File: config.mk
export PLATFORM = sky130hd
export DESIGN_NAME = addac_seq
export DESIGN_NICKNAME = d
export VERILOG_FILES = /design/src/rtl/addac_seq_pkg.sv /design/src/rtl/addac_seq_vecmem.sv /design/src/rtl/addac_seq.sv
export SDC_FILE = /design/constraint.sdc
export NUM_CORES = 1
export LEC_CHECK = 0
export CAP_MARGIN = 0
export CELL_PAD_IN_SITES_DETAIL_PLACEMENT = 0
export CELL_PAD_IN_SITES_GLOBAL_PLACEMENT = 1
export CORE_ASPECT_RATIO = 1.25
export CORE_MARGIN = 2
export CORE_UTILIZATION = 55
export CTS_CLUSTER_SIZE = 12
export DETAILED_ROUTE_END_ITERATION = 12
export GPL_TIMING_DRIVEN = 0
export PLACE_DENSITY_LB_ADDON = 0.1
export SETUP_SLACK_MARGIN = 0.02
export SLEW_MARGIN = 20
export SYNTH_ARGS = -nofsm -noshare
export SYNTH_HDL_FRONTEND = slang
export SYNTH_SLANG_ARGS = --single-unit
File: constraint.sdc
create_clock -name clk -period 5.93 [get_ports clk]
set_input_delay 1.186 -clock clk [delete_from_list [all_inputs] [get_ports clk]]
set_output_delay 1.186 -clock clk [all_outputs]
set_load 0.005 [all_outputs]
File: src/rtl/addac_seq_pkg.sv
// Shared types and vector field layout for the addac self-test sequencer.
// Each vector is packed as {a,b,c,d,e,exp1,exp2}.
package addac_seq_pkg;

  typedef enum logic [2:0] {
    ST_IDLE   = 3'd0,
    ST_APPLY  = 3'd1,
    ST_SETTLE = 3'd2,
    ST_CHECK  = 3'd3,
    ST_DONE   = 3'd4
  } state_t;

  localparam int VEC_W    = 7;
  localparam int IN_MSB   = 6;
  localparam int IN_LSB   = 2;
  localparam int EXP1_BIT = 1;
  localparam int EXP2_BIT = 0;

endpackage

File: src/rtl/addac_seq_vecmem.sv
// Test-vector table: one synchronous write port, one combinational read port.
// Contents are deliberately not reset so a loaded table survives a reset.
module addac_seq_vecmem
  import addac_seq_pkg::*;
#(
  parameter int VEC_COUNT = 32,
  parameter int ADDR_W    = $clog2(VEC_COUNT)
) (
  input  logic              i_clk,
  input  logic              i_wr_en,
  input  logic [ADDR_W-1:0] i_wr_addr,
  input  logic [VEC_W-1:0]  i_wr_data,
  input  logic [ADDR_W-1:0] i_rd_addr,
  output logic [VEC_W-1:0]  o_rd_data
);

  logic [VEC_W-1:0] r_mem [VEC_COUNT];

  // Table write port.
  always_ff @(posedge i_clk) begin
    if (i_wr_en) begin
      r_mem[i_wr_addr] <= i_wr_data;
    end
  end

  assign o_rd_data = r_mem[i_rd_addr];

endmodule

File: src/rtl/addac_seq.sv
// Self-test sequencer for addac: walks the vector table, drives a..e, samples
// saida1/saida2 after a settle window. Optional ADDAC_SEQ_STOP_ON_ERR_EN ends a run at the first mismatch.
module addac_seq
  import addac_seq_pkg::*;
#(
  parameter int  VEC_COUNT  = 32,
  parameter int  SETTLE_CYC = 1,
  localparam int IDX_W      = $clog2(VEC_COUNT),
  localparam int CNT_W      = $clog2(VEC_COUNT + 1)
) (
  input  logic             clk,
  input  logic             reset,
  input  logic             start,
  input  logic             wr_en,
  input  logic [IDX_W-1:0] wr_addr,
  input  logic [VEC_W-1:0] wr_data,
  output logic             a,
  output logic             b,
  output logic             c,
  output logic             d,
  output logic             e,
  input  logic             saida1,
  input  logic             saida2,
  output logic             busy,
  output logic             done,
  output logic             pass,
  output logic [CNT_W-1:0] err_count,
  output logic [IDX_W-1:0] first_fail_idx,
  output logic [IDX_W-1:0] vec_idx
);

  localparam int               SCNT_W  = (SETTLE_CYC > 0) ? $clog2(SETTLE_CYC + 1) : 1;
  localparam logic [CNT_W-1:0] ERR_MAX = '1;
  localparam logic [IDX_W-1:0] LAST_IDX = IDX_W'(VEC_COUNT - 1);

  state_t            r_state;
  logic [1:0]        r_exp;
  logic [SCNT_W-1:0] r_settle_cnt;

  logic              w_idle_s;
  logic              w_tbl_wr_en;
  logic [VEC_W-1:0]  w_rd_data;
  logic              w_mismatch;
  logic              w_stop;
  logic [CNT_W-1:0]  w_err_next;

  assign w_idle_s    = (r_state == ST_IDLE) || (r_state == ST_DONE);
  assign w_tbl_wr_en = wr_en && w_idle_s;
  assign w_mismatch  = ({saida1, saida2} != r_exp);

  addac_seq_vecmem #(
    .VEC_COUNT (VEC_COUNT),
    .ADDR_W    (IDX_W)
  ) u_vecmem (
    .i_clk     (clk),
    .i_wr_en   (w_tbl_wr_en),
    .i_wr_addr (wr_addr),
    .i_wr_data (wr_data),
    .i_rd_addr (vec_idx),
    .o_rd_data (w_rd_data)
  );

  // Error count after the current CHECK, and whether this CHECK ends the run.
  always_comb begin
    w_err_next = err_count;
    w_stop     = 1'b0;
    if (w_mismatch && (err_count != ERR_MAX)) begin
      w_err_next = err_count + 1'b1;
    end else begin
      w_err_next = err_count;
    end
`ifdef ADDAC_SEQ_STOP_ON_ERR_EN
    w_stop = (vec_idx == LAST_IDX) || w_mismatch;
`else
    w_stop = (vec_idx == LAST_IDX);
`endif
  end

  // Sequencer FSM with registered drive, status and counters.
  always_ff @(posedge clk) begin
    if (reset) begin
      r_state        <= ST_IDLE;
      r_exp          <= 2'b00;
      r_settle_cnt   <= '0;
      {a, b, c, d, e} <= 5'b00000;
      busy           <= 1'b0;
      done           <= 1'b0;
      pass           <= 1'b0;
      err_count      <= '0;
      first_fail_idx <= '0;
      vec_idx        <= '0;
    end else begin
      case (r_state)
        ST_IDLE, ST_DONE: begin
          if (start) begin
            err_count      <= '0;
            first_fail_idx <= '0;
            vec_idx        <= '0;
            done           <= 1'b0;
            pass           <= 1'b0;
            busy           <= 1'b1;
            r_state        <= ST_APPLY;
          end
        end
        ST_APPLY: begin
          {a, b, c, d, e} <= w_rd_data[IN_MSB:IN_LSB];
          r_exp           <= {w_rd_data[EXP1_BIT], w_rd_data[EXP2_BIT]};
          r_settle_cnt    <= SCNT_W'(SETTLE_CYC);
          r_state         <= (SETTLE_CYC > 0) ? ST_SETTLE : ST_CHECK;
        end
        ST_SETTLE: begin
          r_settle_cnt <= r_settle_cnt - 1'b1;
          if (r_settle_cnt <= SCNT_W'(1)) begin
            r_state <= ST_CHECK;
          end
        end
        ST_CHECK: begin
          err_count <= w_err_next;
          if (w_mismatch && (err_count == '0)) begin
            first_fail_idx <= vec_idx;
          end
          if (w_stop) begin
            busy    <= 1'b0;
            done    <= 1'b1;
            pass    <= (w_err_next == '0);
            r_state <= ST_DONE;
          end else begin
            vec_idx <= vec_idx + 1'b1;
            r_state <= ST_APPLY;
          end
        end
        default: begin
          busy    <= 1'b0;
          done    <= 1'b0;
          pass    <= 1'b0;
          r_state <= ST_IDLE;
        end
      endcase
    end
  end

endmodule

==> results of run 1 <==
-- power by group through the flow --
| stage | Sequential [mW] | Combinational (mW) | Clock (mW) |
|---|---|---|---|
| 2_1_floorplan | 2.01 | 0.153 | 0 |
| 3_3_place_gp | 2.01 | 0.253 | 0 |
| 3_5_place_dp | 2.01 | 0.259 | 0 |
| 4_1_cts | 1.97 | 0.260 | 1.37 |
| 5_1_grt | 1.97 | 0.276 | 1.44 |
| 6_report | 1.97 | 0.258 | 1.36 |
-- final timing paths --
check	end	slack, ns	cells past startpoint
worst max register to register	r_exp[1]	3.27	6
worst min-delay path	done	0.46	2
worst max-delay path	u_vecmem.r_mem[8][4]	2.91	5
worst min register to register	done	0.46	2
-- through the flow --
stage                     area (sq um)  setup WS, ns    util  hold WS (ns)  power [mW]
final                            11720         2.909  0.6290        0.4622       3.585
after CTS                        11740         2.944  0.6300        0.4591       3.597
after floorplan                  10400         3.501       -        0.4527       2.160
after detailed placement         11080         2.420  0.5947        0.4506       2.268
after global placement           11100         2.435  0.5955        0.4441       2.261
after global routing             11720         2.862  0.6290        0.5015       3.684
-- flip-flops by register name, indices dropped and copies added, names as in the netlist --
| register | cells |
|---|---|
| u_vecmem.r_mem | 224 |
| err_count | 6 |
| first_fail_idx | 5 |
| vec_idx | 5 |
| r_state | 3 |
| r_exp | 2 |
| a | 1 |
| b | 1 |
| busy | 1 |
| c | 1 |
| d | 1 |
| done | 1 |
| e | 1 |
| pass | 1 |
-- synthesized netlist by cell type, types with 5 or more instances --
library cell	number
dfxtp_1	29
nor3_1	6
edfxtp_1	224
mux2i_1	118
nand3_1	5
clkbuf_1	13
buf_2	7
and2_1	6
a21oi_1	37
buf_6	8
a211oi_2	7
a22oi_1	56
nand2_1	14
nand3b_1	7
or4_1	7
nor2_1	62
-- final cells by class --
cell class	count	area share
inverter	3	0.0009606
sequential	253	0.6233
multi-input combinational	379	0.2389
tap	232	0.02476
clock inverter	2	0.0006404
timing repair buffer	41	0.03202
clock buffer	32	0.05561
buffer	36	0.02380
-- worst min-delay path: stages (launching register included) --
cell and delay [ns]:
dfxtp_1 0.31, nand2_1 0.05, a21oi_1 0.05
-- cell families after synthesis --
logic type	count (synthesis)
AOI/OAI and AO/OA	122
xor gates and xnor gates	6
adders and majority gates	4
buffers and inverters	39
DFF	253
muxes	119
and+or+nand+nor	128
-- routing by layer --
metal | GRT usage | vias up
li1 | - | 2743
met1 | 0.3133 | 3025
met2 | 0.4416 | 285
met3 | 0.02839 | 65
met4 | 0.1052 | 0
met5 | 0 | -
==> out/qor.csv, run 1 <==
metric,value,unit
status,"complete, no violations",
p_int,2.814,mW
wl_met3,1623,um
ir_drop,274.8,uV
cp_num_buf_inv,2,
worst_ep_arrival_time,3.17,ns
critPathKind,in2reg,
synth-compound-area-share,0.08424,
finalNonFillerCells,978,
fillers,1359,
max_cap_viol_count,0,
pin_count,42,
grt_overflow,0,
fmax,0.3310,GHz
fin_nets,761,
final_common_cell,edfxtp_1,
syn_area_per_cell,15.50,sq um
synth_top_area_cell,edfxtp_1,
critical_path_required,6.07,ns
antenna_cells,0,
antenna_found_initial,0,
reg2reg_from,vec_idx[1],
vias,6118,
grt_pass1_vias,6080,
dp_hpwl,16340,um
hold_path.class,reg2reg,
drive_gt1_frac,0.09651,
rows,56,
synth_mux_area_frac,0.1147,
slew_headroom,0.4031,
swShare,0.2149,
drt_wl_total,24830,um
cts_tree,done,
cts.sinks,253,
min-delay-start,done,
fp.dieH,157.7,um
crit_start,wr_en,
synth-seq-area-share,0.7028,
slowest_delay,0.71,ns
min_period_over_period,0.5095,
synthTopCellsByArea,"edfxtp_1 65%, mux2i_1 11%, dfxtp_1 5.6%",
grt_util_all_layers,0.2494,
powerDensity,305.8,nW/um^2
cts-buffers-inserted,25,
firstDrtPassIters,5,
top_layer,met4,
syn_inst,671,
finalMaxSlewViolations,0,
io_buffers,41,
synth_top_area_share,0.6469,
wl_per_cell,25.38,um
post_cts_buffers,0,
worstPathMaxFanout,8,
worst_pin_slew,0.8920,ns
syn_area,10400,sq um
cts_resized,0,
grt_max_degree,33,
synth_edf_count,224,
critPathCaptureType,register,
clk_latency,0.52,ns
ys_ff_latch,253,
cts_hold_buf,0,
synth_simple_gate_area_share,0.06053,
grt_pass1_wl,36680,um
p_leak,3.549,nW
synthAdderAreaFrac,0.004813,
globalplace.congestion,0.8850,
die_area,20030,sq um
p_seq_frac,0.550,
regArea,7307,sq um
synth_ff_type,edfxtp_1,
routed-wl-met2,12540,um
hold_violations,0,
area_growth,12.74,%
power_frac_clock,0.378,
synth_warnings,0,
place_inst,944,
fin_worst_skew,0.01574,ns
final_cell_mix,"224 x edfxtp_1, 118 x mux2i_1, 62 x nor2_1, 56 x a22oi_1, 37 x a21oi_1",
ant_nets,0,
core-area,18640,sq um
rsz0062_at_grt,false,
multiInputGateArea,2800,sq um
comb_power_share,0.072,
synthArstFlopShare,0,
power_switching,0.7704,mW
drt_iter0_markers,468,
htree_levels,1,
cts_root_buffer,clkbuf_16,
slowest_stage,nor2_1,
setup_tns,0,ns
viasPerCell,6.256,
drc,0,
setup_viol,0,
synth_top_family_by_area,multiplexers,
synthXorXnorAreaFrac,0.005054,
cp-start-kind,primary input,
cp_top_family,simple AND/OR/NAND/NOR gates,
clockBufferDepth,3,
syn_nets,693,
drt-met1-wl,9582,um
start_util,0.5579,
die_w,127.0,um
post-route-min-period,3.021,ns
clk_pin_slew_worst_paths,0.06,ns
path_cells,clkdlybuf4s50_1 -> nand2_1 -> or3_1 -> clkbuf_1 -> nor2_1,
synth.distinct_cells,47,
Power figures use the tool's default switching activity.
==> run 2: changes to the inputs <==
--- a/config.mk
+++ b/config.mk
@@ -10,7 +10,7 @@
 export CELL_PAD_IN_SITES_GLOBAL_PLACEMENT = 1
 export CORE_ASPECT_RATIO = 1.25
 export CORE_MARGIN = 2
-export CORE_UTILIZATION = 55
+export CORE_UTILIZATION = 46
 export CTS_CLUSTER_SIZE = 12
 export DETAILED_ROUTE_END_ITERATION = 12
 export GPL_TIMING_DRIVEN = 0
==> constraint.sdc (replaced) <==
create_clock -name clk -period 2.7 [get_ports clk]
set_input_delay 0.54 -clock clk [delete_from_list [all_inputs] [get_ports clk]]
set_output_delay 0.54 -clock clk [all_outputs]
set_load 0.005 [all_outputs]
==> run 2 against run 1 <==
Compared with the run above: global-route usage is 2.8 points lower; critical path type is now reg2reg; design area is 2.2% higher; clock skew down 0.0053 ns; sequential share of layout area is 1.3 points lower; largest cell class unchanged; cell count grew 6.0%; sequential power is 120% higher; non-clock buffer count increased by 2; worst hold slack better by 0.012 ns; highest routed layer unchanged; power up 130%; worst setup slack lost 2.8 ns; critical path depth grew 1; first-iteration DRC count grew 1.5%.
==> out/qor.csv, run 2 (synthesized netlist as in run 1, its figures left out) <==
metric,value,unit
powerDensity,691.6,nW/um^2
clk_latency,0.52,ns
fmax,0.3825,GHz
worst_ep_arrival_time,2.76,ns
critPathKind,reg2reg,
power_frac_clock,0.407,
top_regs,"u_vecmem.r_mem x224, err_count x6",
cts-buffers-inserted,27,
vias,6139,
grt_pass1_vias,6162,
slew_headroom,0.4952,
post-route-min-period,2.614,ns
die_w,138.5,um
regMostFlops,u_vecmem.r_mem,
pin_count,42,
power_switching,1.780,mW
dp_hpwl,17540,um
clockBufferDepth,3,
worstPathMaxFanout,10,
critPathCaptureType,register,
core-area,22210,sq um
start_util,0.4681,
cts_hold_buf,0,
rsz0062_at_grt,true,
hold_path.class,reg2reg,
regArea,7308,sq um
htree_levels,1,
drt_wl_total,26440,um
cts_tree,done,
grt_util_all_layers,0.2211,
hold_violations,0,
critical_path_required,2.85,ns
ant_nets,0,
max_cap_viol_count,0,
multiInputGateArea,2845,sq um
antenna_found_initial,0,
drive_gt1_frac,0.1393,
fin_nets,765,
p_seq_frac,0.523,
swShare,0.2149,
antenna_cells,0,
p_leak,3.634,nW
drc,0,
grt_overflow,0,
fin_worst_skew,0.01048,ns
cts.sinks,253,
finalMaxSlewViolations,0,
drt_iter0_markers,475,
io_buffers,41,
firstDrtPassIters,5,
grt_pass1_wl,38840,um
largest_reg_flops,224,
final_cell_mix,"224 x edfxtp_1, 118 x mux2i_1, 56 x a22oi_1, 44 x nor2_1, 37 x a21oi_1",
min_period_over_period,0.9682,
setup_tns,0,ns
worst_pin_slew,0.7571,ns
grt_max_degree,33,
ir_drop,505.7,uV
postLayoutCoreUtil,0.5392,
rows,61,
status,"complete, no violations",
final_common_cell,edfxtp_1,
fillers,1815,
viasPerCell,5.920,
setup_viol,0,
area_growth,15.17,%
clk_pin_slew_worst_paths,0.06,ns
globalplace.congestion,0.9470,
cts_root_buffer,clkbuf_16,
cp-start-kind,register,
wl_per_cell,25.50,um
p_int,6.502,mW
die_area,23830,sq um
comb_power_share,0.071,
fp.dieH,172.1,um
## run 2: worst paths after layout
check                           slack (ns)  startpoint              endpoint  cells past startpoint
worst max-delay path                  0.09  r_state[1]  u_vecmem.r_mem[0][0]                      6
worst min-delay path                  0.47        done                  done                      2
worst max register to register        0.09  r_state[1]  u_vecmem.r_mem[0][0]                      6
worst min register to register        0.47        done                  done                      2
## run 2: metal layers
| layer | global-route usage | up-vias | wire, um | share of wire |
|---|---|---|---|---|
| li1 | - | 2747 | - | - |
| met1 | 0.2676 | 3118 | 10480 | 0.40 |
| met2 | 0.4143 | 222 | 13960 | 0.53 |
| met3 | 0.02492 | 52 | 1240 | 0.047 |
| met4 | 0.07276 | 0 | 762 | 0.029 |
| met5 | 0 | - | 0 | 0 |
## run 2: area by class of cell
type | count | area share
Sequential cell | 253 | 0.6103
Multi-Input combinational cell | 379 | 0.2376
Clock buffer | 29 | 0.05705
Timing Repair Buffer | 43 | 0.03260
Tap cell | 283 | 0.02957
Buffer | 36 | 0.02340
Clock inverter | 11 | 0.008568
Inverter | 3 | 0.0009403
## run 2: critical path, cell delays in order, from the launching register on
cell      delay [ns]
dfxtp_1         0.29
clkbuf_1        0.20
nor2_1          0.33
nand2_1         0.11
or3_1           0.31
clkbuf_1        0.35
nor2_1          0.64
## run 2: what timing repair did
| action | CTS | global route |
|---|---|---|
| setup endpoints to repair | 44 | 179 |
| gates resized for setup | 4 | 17 |
| buffers inserted | 0 | 2 |
| pin swaps | 0 | 2 |
## run 2: through the flow
stage               cells  hold WS (ns)  area (sq um)  setup WS (ns)  power [mW]
floorplan             671        0.4527         10400         0.7888       4.743
global placement      995        0.4441         11160        -0.2015       4.986
detailed placement    995        0.4681         11130        -0.2370       4.995
CTS                  1035        0.4763         11930       -0.03439       8.341
global route         1037        0.4892         11980        -0.1209       8.538
finish               1037        0.4747         11980        0.08592       8.282
## run 2: power by group through the flow
stage,Combinational (mW),Clock [mW],Sequential [mW]
after detailed placement,0.582,0,4.41
after floorplan,0.336,0,4.41
final,0.586,3.37,4.33
after global routing,0.626,3.58,4.33
after CTS,0.586,3.42,4.33
after global placement,0.573,0,4.41
